## config.mk

```make
export PLATFORM = sky130hd
export DESIGN_NAME = bus_rr_source
export DESIGN_NICKNAME = d
export VERILOG_FILES = /design/src/rtl/bus_rr_source.sv
export SDC_FILE = /design/constraint.sdc
export NUM_CORES = 1
export LEC_CHECK = 0
export BUFFER_PORTS_ARGS = -buffer_cell sky130_fd_sc_hd__buf_2
export CAP_MARGIN = 20
export CORE_MARGIN = 3
export CORE_UTILIZATION = 40
export CTS_CLUSTER_SIZE = 30
export DETAILED_ROUTE_END_ITERATION = 10
export PLACE_DENSITY = 0.69
export SYNTH_ARGS = -nofsm -noshare
export SYNTH_HDL_FRONTEND = slang
export SYNTH_SLANG_ARGS = --single-unit
export TNS_END_PERCENT = 10
```

## constraint.sdc

```tcl
create_clock -name clk -period 3.2 [get_ports clk]
set_input_delay 0 -clock clk [delete_from_list [all_inputs] [get_ports clk]]
set_output_delay 0 -clock clk [all_outputs]
set_load 0.01 [all_outputs]
```

## src/rtl/bus_rr_source.sv

```systemverilog
// Two-requester round-robin source stage feeding a 2:1 bus mux.
// Holds the winning word in its requester's bus register and drives the mux select.
module bus_rr_source #(
  parameter int WIDTH = 4,
  parameter int CNT_W = 8
) (
  input  logic             clk,
  input  logic             reset,
  input  logic             a_valid,
  input  logic [WIDTH-1:0] a_data,
  output logic             a_ready,
  input  logic             b_valid,
  input  logic [WIDTH-1:0] b_data,
  output logic             b_ready,
  output logic [WIDTH-1:0] bus_a,
  output logic [WIDTH-1:0] bus_b,
  output logic             sel,
  output logic             out_valid,
  input  logic             out_ready,
  output logic [CNT_W-1:0] gnt_cnt_a,
  output logic [CNT_W-1:0] gnt_cnt_b
);

  localparam logic [CNT_W-1:0] CNT_ONE  = {{(CNT_W-1){1'b0}}, 1'b1};
  localparam logic [CNT_W-1:0] CNT_ZERO = {CNT_W{1'b0}};
  localparam logic [WIDTH-1:0] BUS_ZERO = {WIDTH{1'b0}};

  logic             out_valid_r;
  logic             sel_r;
  logic             last_r;       // 1'b0 = A granted last, 1'b1 = B granted last
  logic [WIDTH-1:0] bus_a_r;
  logic [WIDTH-1:0] bus_b_r;
  logic [CNT_W-1:0] gnt_cnt_a_r;
  logic [CNT_W-1:0] gnt_cnt_b_r;

  logic slot_free_s;
  logic gnt_a_s;
  logic gnt_b_s;
  logic acc_a_s;
  logic acc_b_s;

  // Round-robin grant and ready generation; readies are suppressed while reset is high.
  always_comb begin
    slot_free_s = ~out_valid_r | out_ready;
    gnt_a_s     = 1'b0;
    gnt_b_s     = 1'b0;
    if (a_valid && b_valid) begin
      gnt_a_s = last_r;
      gnt_b_s = ~last_r;
    end else begin
      gnt_a_s = a_valid;
      gnt_b_s = b_valid;
    end
    if (reset) begin
      acc_a_s = 1'b0;
      acc_b_s = 1'b0;
    end else begin
      acc_a_s = slot_free_s & gnt_a_s;
      acc_b_s = slot_free_s & gnt_b_s;
    end
  end

  // Output register, grant history and per-requester counters.
  always_ff @(posedge clk) begin
    if (reset) begin
      out_valid_r <= 1'b0;
      sel_r       <= 1'b0;
      last_r      <= 1'b1;
      bus_a_r     <= BUS_ZERO;
      bus_b_r     <= BUS_ZERO;
      gnt_cnt_a_r <= CNT_ZERO;
      gnt_cnt_b_r <= CNT_ZERO;
    end else if (acc_a_s) begin
      bus_a_r     <= a_data;
      sel_r       <= 1'b0;
      out_valid_r <= 1'b1;
      last_r      <= 1'b0;
      gnt_cnt_a_r <= gnt_cnt_a_r + CNT_ONE;
    end else if (acc_b_s) begin
      bus_b_r     <= b_data;
      sel_r       <= 1'b1;
      out_valid_r <= 1'b1;
      last_r      <= 1'b1;
      gnt_cnt_b_r <= gnt_cnt_b_r + CNT_ONE;
    end else if (out_valid_r && out_ready) begin
      // Word consumed with nothing to replace it; buses and select keep their values.
      out_valid_r <= 1'b0;
    end else begin
      out_valid_r <= out_valid_r;
    end
  end

  assign a_ready   = acc_a_s;
  assign b_ready   = acc_b_s;
  assign out_valid = out_valid_r;
  assign sel       = sel_r;
  assign bus_a     = bus_a_r;
  assign bus_b     = bus_b_r;
  assign gnt_cnt_a = gnt_cnt_a_r;
  assign gnt_cnt_b = gnt_cnt_b_r;

endmodule

```

==> flow_summary_export.csv, run 1 <==
group,metric,value,unit
global_routing,grt_pass1_vias,1036,
floorplanning,die-area,3580,µm²
global_routing,grtUsageTotal,15.5,%
global_routing,overflow,0,
cts,cts_buffers,3,
synthesis,synth_area_per_cell,9.28,µm²
cells_and_area,synthToLayoutAreaGrowth,27.4,%
worst_setup_path,path_cells,"nand2b_1 > nand3_2 > or4_1 > a21oi_1",
global_routing,grt_pass1_wl,4310,µm
cells_and_area,diodes,0,
placed_design,hpwl,1790,µm
cells_and_area,final_util,56.6,%
worst_setup_path,required,3460,ps
worst_setup_path,cp.arrival,2070,ps
synthesis,syn_inst,125,
cts,cts_tree,"yes",
cts,insertion_delay,320,ps
power,ir_drop,0.228,mV
detailed_routing,wl_per_cell,12.7,µm
power,power.internal,0.000439,W
detailed_routing,vias_per_cell,5.32,
cts,cts_setup_buffers,0,
hold_path,holdPathStages,3,
floorplanning,die_h,59.9,µm
power,switching_share,25.8,%
sta,finalCritPeriodShare,56.6,%
sta,fmax,552,MHz
synthesis,synth_area,1160,µm²
sta,slew-limit-headroom,65.7,%
sta,setup_viol,0,
sta,hold-worst-slack,9.33,ps
worst_setup_path,worstSetupEndpointType,"flip-flop",
detailed_routing,top_layer,"met4",
sta,period_minus_slack,1810,ps
power,powerDensity,400,nW/µm²
floorplanning,die_width,59.9,µm
cells_and_area,layout-drive-gt1-share,28.1,%
detailed_routing,num_vias,1070,
status,status,"finished clean",
placed_design,place_congestion,0.729,
worst_setup_path,cp_max_fo,14,
power,p_sw,0.000153,W
sta,tightest_slew,514,ps
sta,rsz0062_at_grt,"no",
power,p_leak,0.718,nW
floorplanning,coreArea,2610,µm²
placed_design,portBuffers,40,
job,cap_violations,0,
floorplanning,fp-row-count,18,
sta,fin_skew,7.61,ps
sta,slew_violations,0,
cts,clk_pin_slew,140,ps
worst_setup_path,cp-start-kind,"flip-flop",
cts,cts-root-buf,"clkbuf_4",
power,power.share.sequential,61.2,%
cts,cts_max_path_buffers,2,
worst_setup_path,rr_worst_depth,4,
cts,cts.sinks,27,
floorplanning,pin_count,41,
synthesis,yosysWarnings,0,
synthesis,synth.distinct_cells,29,
floorplanning,start_util,44.4,%
sta,setup_tns,0,ps
cts,htree_levels,1,
detailed_routing,first_pass_iters,4,
global_routing,antenna_found_initial,0,
global_routing,grt_max_degree,31,
synthesis,ys_seq_elements,27,
worst_setup_path,worstSetupPathType,"flip-flop to flip-flop",
sta,hold_viol_final,0,
power,pwr-share-clk,24.3,%
detailed_routing,initialDrtViolationCount,21,
detailed_routing,routed-wl-met2,1240,µm
detailed_routing,routed_wirelength,2550,µm
synthesis,synth_nets,140,
worst_setup_path,slowest_stage,"or4_1",
cells_and_area,fin_nets,187,
detailed_routing,wl_met3,164,µm
detailed_routing,route.detailed.drc,0,
synthesis,seq_area_frac_synth,46.6,%
detailed_routing,drt-met1-wl,1100,µm
worst_setup_path,slowest_delay,590,ps
detailed_routing,detail-route-antenna-nets,0,
cts,post_cts_resized,0,
hold_path,hp-class,"input port to flip-flop",
power,p_comb_share,14.5,%
worst paths after layout:
check	from	to	slack, ps
max	out_valid	gnt_cnt_b[7]	1390
min	a_valid	out_valid	9
min reg2reg	sel	sel	490
max reg2reg	out_valid	gnt_cnt_b[7]	1390
synth_stat cells:
library cell	instances	area (µm²)
mux2_1	1	11.3
ha_1	2	25.0
nor2b_1	1	6.26
nand2_2	1	6.26
a21oi_1	9	45.0
nand4_1	6	37.5
nand4b_1	1	8.76
or4_1	2	15.0
buf_2	3	15.0
o21ai_0	5	25.0
and3_1	1	6.26
dfxtp_1	27	541
and2_1	1	6.26
nand2b_1	1	6.26
clkbuf_1	2	7.51
nor3_1	1	5.00
nand4_4	1	21.3
o31ai_1	2	15.0
nand3_2	2	20.0
xor2_1	6	52.6
a211o_1	1	8.76
inv_1	1	3.75
mux2i_1	10	100
nand3_1	5	25.0
nand2_1	5	18.8
nand2b_4	1	13.8
nor2_1	21	78.8
or3_1	5	31.3
buf_1	1	3.75
power by group through the flow:
stage                     combinational [W]  sequential [W]  clock [W]
after floorplan                   0.0000446        0.000374          0
after global placement            0.0000765        0.000369          0
after detailed placement          0.0000784        0.000369          0
after CTS                         0.0000860        0.000362   0.000148
after global routing              0.0000955        0.000365   0.000164
final                             0.0000856        0.000362   0.000144
kinds of logic (layout without fill, tap and decap cells):
logic type / after synthesis / after routing / share of synthesized area [%]
buf+inv: 7 / 53 / 2.59
mux: 11 / 11 / 9.60
xor+xnor: 6 / 6 / 4.53
simple gates: 55 / 55 / 26.4
fa+ha+maj: 2 / 2 / 2.16
compound gates: 17 / 17 / 8.09
flops: 27 / 27 / 46.6
per-stage QoR:
stage | total power, W | cells | setup slack (ps) | instance area (µm²)
final | 0.000592 | 201 | 1390 | 1480
after global routing | 0.000625 | 201 | 1240 | 1480
after CTS | 0.000597 | 201 | 1390 | 1480
after detailed placement | 0.000448 | 189 | 1440 | 1370
after global placement | 0.000446 | 189 | 1470 | 1370
after floorplan | 0.000419 | 125 | 1790 | 1160
critical path, delay by kind of cell, from the launching register on:
kind	cells	cell delay, ps
simple gates	3	1270
flops	1	330
compound gates	1	150
cells in the final DEF, fill, tap and decap left out, drive strengths merged:
master / instances
and3: 1
nand2b: 2
xor2: 6
inv: 1
and2: 1
nand4b: 1
dfxtp: 27
a211o: 1
nand2: 6
nor3: 1
a21oi: 9
nor2: 21
nor2b: 1
nand3: 7
o31ai: 2
ha: 2
or3: 5
clkbuf: 4
buf: 40
dlygate4sd3: 8
mux2i: 10
or4: 2
mux2: 1
nand4: 7
o21ai: 5
repair_timing:
item / CTS / global route
setup endpoints to repair: 0 / 0
hold buffers: 8 / 0
endpoints found under the hold margin: 8 / 0
layout make-up:
class	count	area, µm²
fillers	254	1130
multi-input cells	91	589
flip-flops and latches	27	541
repair buffers	48	280
well taps	30	37.5
clock buffers	4	26.3
inverters	1	3.75
sequential cells by signal, indices dropped and copies added, names as in the netlist:
signal and flops:
bus_b 4, last_r 1, out_valid 1, bus_a 4, gnt_cnt_b 8, gnt_cnt_a 8, sel 1
layer usage:
layer,up-vias,GRT usage (%)
met3,7,3.24
met5,-,0
met2,39,27.6
li1,534,-
met4,0,6.01
met1,490,17.9
(Power assumes the default switching activity.)
==> run 2: changes to the inputs <==
--- a/config.mk
+++ b/config.mk
@@ -11,7 +11,7 @@
 export CORE_UTILIZATION = 40
 export CTS_CLUSTER_SIZE = 30
 export DETAILED_ROUTE_END_ITERATION = 10
-export PLACE_DENSITY = 0.69
+export PLACE_DENSITY = 0.72
 export SYNTH_ARGS = -nofsm -noshare
 export SYNTH_HDL_FRONTEND = slang
 export SYNTH_SLANG_ARGS = --single-unit
==> constraint.sdc (replaced) <==
create_clock -name clk -period 1.6 [get_ports clk]
set_input_delay 0 -clock clk [delete_from_list [all_inputs] [get_ports clk]]
set_output_delay 0 -clock clk [all_outputs]
set_load 0.01 [all_outputs]
==> flow_summary_export.csv, run 2 (synthesis gave the netlist of run 1 again) <==
group,metric,value,unit
status,status,"finished clean",
cts,cts.sinks,27,
detailed_routing,num_vias,1051,
cells_and_area,final_common_cell,"buf_2",
global_routing,antenna_found_initial,0,
floorplanning,die-area,3580,µm²
cells_and_area,diodes,0,
detailed_routing,first_pass_iters,4,
worst_setup_path,rr_endpoint,"gnt_cnt_a[7]",
cells_and_area,layout_common_cells,"buf_2, dfxtp_1, nor2_1, mux2i_1, a21oi_1",
detailed_routing,route.detailed.drc,0,
floorplanning,pin_count,41,
sta,period_minus_slack,1440,ps
worst_setup_path,worstSetupPathType,"flip-flop to flip-flop",
detailed_routing,detail-route-antenna-nets,0,
floorplanning,start_util,44.4,%
global_routing,grt_max_degree,31,
global_routing,grtUsageTotal,14.9,%
power,p_leak,0.731,nW
worst_setup_path,rr_worst_depth,4,
cts,insertion_delay,330,ps
job,cap_violations,0,
sta,rsz0062_at_grt,"no",
cts,cts_buffers,3,
floorplanning,die_h,59.9,µm
cells_and_area,instances_no_fill,203,
worst_setup_path,worstReg2RegStart,"out_valid",
cells_and_area,fin_nets,189,
hold_path,worstHoldEndpoint,"out_valid",
sta,finalCritPeriodShare,89.8,%
global_routing,grt_pass1_wl,4110,µm
cts,htree_levels,1,
sta,hold-worst-slack,35.4,ps
global_routing,overflow,0,
power,powerDensity,808,nW/µm²
floorplanning,fp-row-count,18,
global_routing,grt_pass1_vias,1000,
hold_path,min_from,"a_valid",
sta,hold_viol_final,0,
detailed_routing,initialDrtViolationCount,7,
sta,tightest_slew,511,ps
power,ir_drop,0.844,mV
cells_and_area,synthToLayoutAreaGrowth,29.8,%
sta,slew-limit-headroom,65.9,%
sta,setup_viol,0,
worst_setup_path,required,1840,ps
sta,fmax,696,MHz
cts,cts_tree,"yes",
worst_setup_path,reg2reg_slack,160,ps
sta,setup_tns,0,ps
cts,clk_pin_slew,160,ps
sta,fin_skew,11.7,ps
detailed_routing,vias_per_cell,5.18,
hold_path,hp-class,"input port to flip-flop",
detailed_routing,wl_per_cell,12.2,µm
worst_setup_path,cp-start-kind,"flip-flop",
cells_and_area,layout-drive-gt1-share,29.5,%
placed_design,hpwl,1810,µm
cts,cts_max_path_buffers,2,
placed_design,portBuffers,40,
placed_design,placed_cells,191,
cts,cts-root-buf,"clkbuf_4",
floorplanning,die_width,59.9,µm
worst_setup_path,cp.arrival,1680,ps
sta,slew_violations,0,
placed_design,place_congestion,0.784,
worst_setup_path,cp_max_fo,5,
detailed_routing,routed_wirelength,2470,µm
floorplanning,coreArea,2610,µm²
worst_setup_path,worstSetupEndpointType,"flip-flop",
hold_path,holdPathStages,3,
-- run 2: area by class of cell --
type | instances | area [µm²]
Clock buffer | 3 | 22.5
Tap cell | 30 | 37.5
Fill cell | 237 | 1110
Timing Repair Buffer | 50 | 295
Inverter | 1 | 3.75
Sequential cell | 27 | 541
Clock inverter | 1 | 8.76
Multi-Input combinational cell | 91 | 597
-- run 2: worst max-delay path, stage by stage (launching register included) --
cell      delay [ps]
dfxtp_1          340
nand2b_1         180
nand4_1          230
nor3_1           260
mux2_1           350
-- run 2: routing by layer --
layer	wire (µm)	GRT usage (%)	vias to the layer above
met1	1070	16.9	487
met4	17	2.85	0
li1	-	-	534
met2	1230	26.5	28
met5	0	0	-
met3	154	5.62	2
-- run 2: where the power goes --
part           total [W]  switching, W  internal (W)
Combinational   0.000179     0.0000945     0.0000845
Clock           0.000312      0.000210      0.000102
Sequential      0.000724     0.0000236      0.000701
Total            0.00122      0.000329      0.000887
-- run 2: through the flow --
stage                     worst slack (ps)  util, %  cell area, µm²  power [W]
after floorplan                        189        -            1160   0.000837
after global placement                 257     53.1            1390   0.000896
after detailed placement               177     53.1            1390   0.000901
after CTS                             80.5     57.3            1500    0.00122
after global routing                  62.0     57.6            1510    0.00128
final                                  164     57.6            1510    0.00122
-- run 2: worst max-delay path by stage --
stage                             from      endpoint  slack [ps]  cells past startpoint
after floorplan              out_valid  gnt_cnt_a[7]         190                      5
after global placement       out_valid  gnt_cnt_a[7]         260                      4
after detailed placement     out_valid  gnt_cnt_a[7]         180                      4
after CTS                    out_valid       a_ready          80                      5
after global routing      gnt_cnt_b[2]  gnt_cnt_b[7]          60                      4
final                        out_valid  gnt_cnt_a[7]         160                      4
-- run 2: repair_timing --
action,CTS,global route
setup buffers,0,0
setup endpoints to repair,0,1
resized for setup,0,1
hold buffers,8,0
endpoints found under the hold margin,8,0
==> run 3: changes to the inputs <==
--- a/config.mk
+++ b/config.mk
@@ -11,6 +11,7 @@
 export CORE_UTILIZATION = 40
 export CTS_CLUSTER_SIZE = 30
 export DETAILED_ROUTE_END_ITERATION = 10
+export MAX_ROUTING_LAYER = met4
 export PLACE_DENSITY = 0.72
 export SYNTH_ARGS = -nofsm -noshare
 export SYNTH_HDL_FRONTEND = slang
==> flow_summary_export.csv, run 3 (synthesis gave the netlist of run 1 again) <==
group,metric,value,unit
status,status,"finished clean",
detailed_routing,route.detailed.drc,0,
sta,slew_violations,0,
power,power.share.sequential,59.6,%
power,switching_share,27.0,%
placed_design,place_congestion,0.795,
sta,setup_viol,0,
global_routing,antenna_found_initial,0,
cells_and_area,layout-drive-gt1-share,29.5,%
cts,clk_pin_slew,160,ps
cells_and_area,final_common_cell,"buf_2",
worst_setup_path,worstSetupPathType,"flip-flop to flip-flop",
detailed_routing,num_vias,1055,
floorplanning,start_util,44.4,%
hold_path,hp-class,"input port to flip-flop",
cells_and_area,diodes,0,
sta,fin_skew,11.1,ps
floorplanning,die_width,59.9,µm
detailed_routing,routed_wirelength,2470,µm
power,p_leak,0.731,nW
cells_and_area,fin_nets,189,
floorplanning,coreArea,2610,µm²
worst_setup_path,cp-start-kind,"flip-flop",
global_routing,grtUsageTotal,15.3,%
detailed_routing,initialDrtViolationCount,7,
sta,setup_tns,0,ps
sta,period_minus_slack,1440,ps
detailed_routing,detail-route-antenna-nets,0,
floorplanning,pin_count,41,
power,pwr-share-clk,25.7,%
detailed_routing,vias_per_cell,5.20,
cts,cts_setup_buffers,0,
cells_and_area,finish.instance_area,1510,µm²
power,p_comb_share,14.7,%
sta,fmax,696,MHz
cts,insertion_delay,330,ps
cts,htree_levels,1,
global_routing,overflow,0,
detailed_routing,first_pass_iters,4,
global_routing,grt_max_degree,31,
global_routing,grt_pass1_vias,999,
floorplanning,fp-row-count,18,
cts,cts_buffers,3,
sta,slew-limit-headroom,65.9,%
global_routing,grt_pass1_wl,4120,µm
sta,rsz0062_at_grt,"no",
cells_and_area,layout_common_cells,"buf_2, dfxtp_1, nor2_1, mux2i_1, a21oi_1",
placed_design,hpwl,1810,µm
detailed_routing,wl_per_cell,12.2,µm
power,powerDensity,807,nW/µm²
floorplanning,die_h,59.9,µm
power,power.internal,0.000887,W
worst_setup_path,cp_max_fo,5,
placed_design,placed_area,1390,µm²
worst_setup_path,reg2reg_slack,160,ps
cts,cts.sinks,27,
sta,tightest_slew,511,ps
cells_and_area,synthToLayoutAreaGrowth,29.8,%
sta,finalCritPeriodShare,89.8,%
worst_setup_path,required,1840,ps
worst_setup_path,cp.arrival,1680,ps
cts,cts_max_path_buffers,2,
cts,cts_tree,"yes",
job,cap_violations,0,
worst_setup_path,worstSetupEndpointType,"flip-flop",
power,ir_drop,0.843,mV
placed_design,portBuffers,40,
power,p_sw,0.000328,W
sta,hold_viol_final,0,
cts,cts-root-buf,"clkbuf_4",
floorplanning,die-area,3580,µm²
## run 3: cell counts in the layout (fill, tap and decap cells not counted)
Identical to the previous run, type by type.
## run 3: per-stage QoR
| stage | hold slack (ps) | total power, W | std cells | utilization (%) | setup slack (ps) |
|---|---|---|---|---|---|
| final | 35.5 | 0.00122 | 203 | 57.6 | 163 |
| after global placement | 228 | 0.000896 | 191 | 53.1 | 257 |
| after CTS | 18.5 | 0.00122 | 203 | 57.3 | 80.5 |
| after global routing | 48.6 | 0.00128 | 203 | 57.6 | 62.0 |
| after floorplan | 144 | 0.000837 | 125 | - | 189 |
| after detailed placement | 246 | 0.000901 | 191 | 53.1 | 177 |
## run 3: final timing paths
path / from / endpoint / cells after the start
worst max register to register: out_valid / gnt_cnt_a[7] / 4
worst min-delay path: a_valid / out_valid / 3
worst max-delay path: out_valid / gnt_cnt_a[7] / 4
worst min register to register: sel / sel / 2
## run 3: power groups by stage
stage	logic [W]	registers, W	clock network (W)
global route	0.000200	0.000729	0.000348
CTS	0.000177	0.000725	0.000323
detailed placement	0.000162	0.000738	0
finish	0.000179	0.000725	0.000312
global placement	0.000159	0.000737	0
floorplan	0.0000891	0.000748	0
## run 3: what timing repair did
item / CTS / global route
gates resized for setup: 0 / 1
endpoints found under the setup margin: 0 / 1
endpoints found under the hold margin: 8 / 0
hold buffers: 8 / 0
## run 3: layout make-up
class                   instances  area (µm²)
inverters                       1        3.75
fillers                       237        1110
flip-flops and latches         27         541
clock buffers                   3        22.5
multi-input cells              91         597
clock inverters                 1        8.76
well taps                      30        37.5
repair buffers                 50         295
## run 3: layer usage
| layer | track usage [%] | share of wire [%] | vias up |
|---|---|---|---|
| li1 | - | - | 534 |
| met1 | 17.0 | 43 | 491 |
| met2 | 26.5 | 50 | 28 |
| met3 | 5.40 | 5.8 | 2 |
| met4 | 2.85 | 0.69 | 0 |
| met5 | - | 0 | - |
## run 3: critical path, stage by stage (launching register included)
cell and delay, ps:
dfxtp_1 340, nand2b_1 180, nand4_1 230, nor3_1 260, mux2_1 350
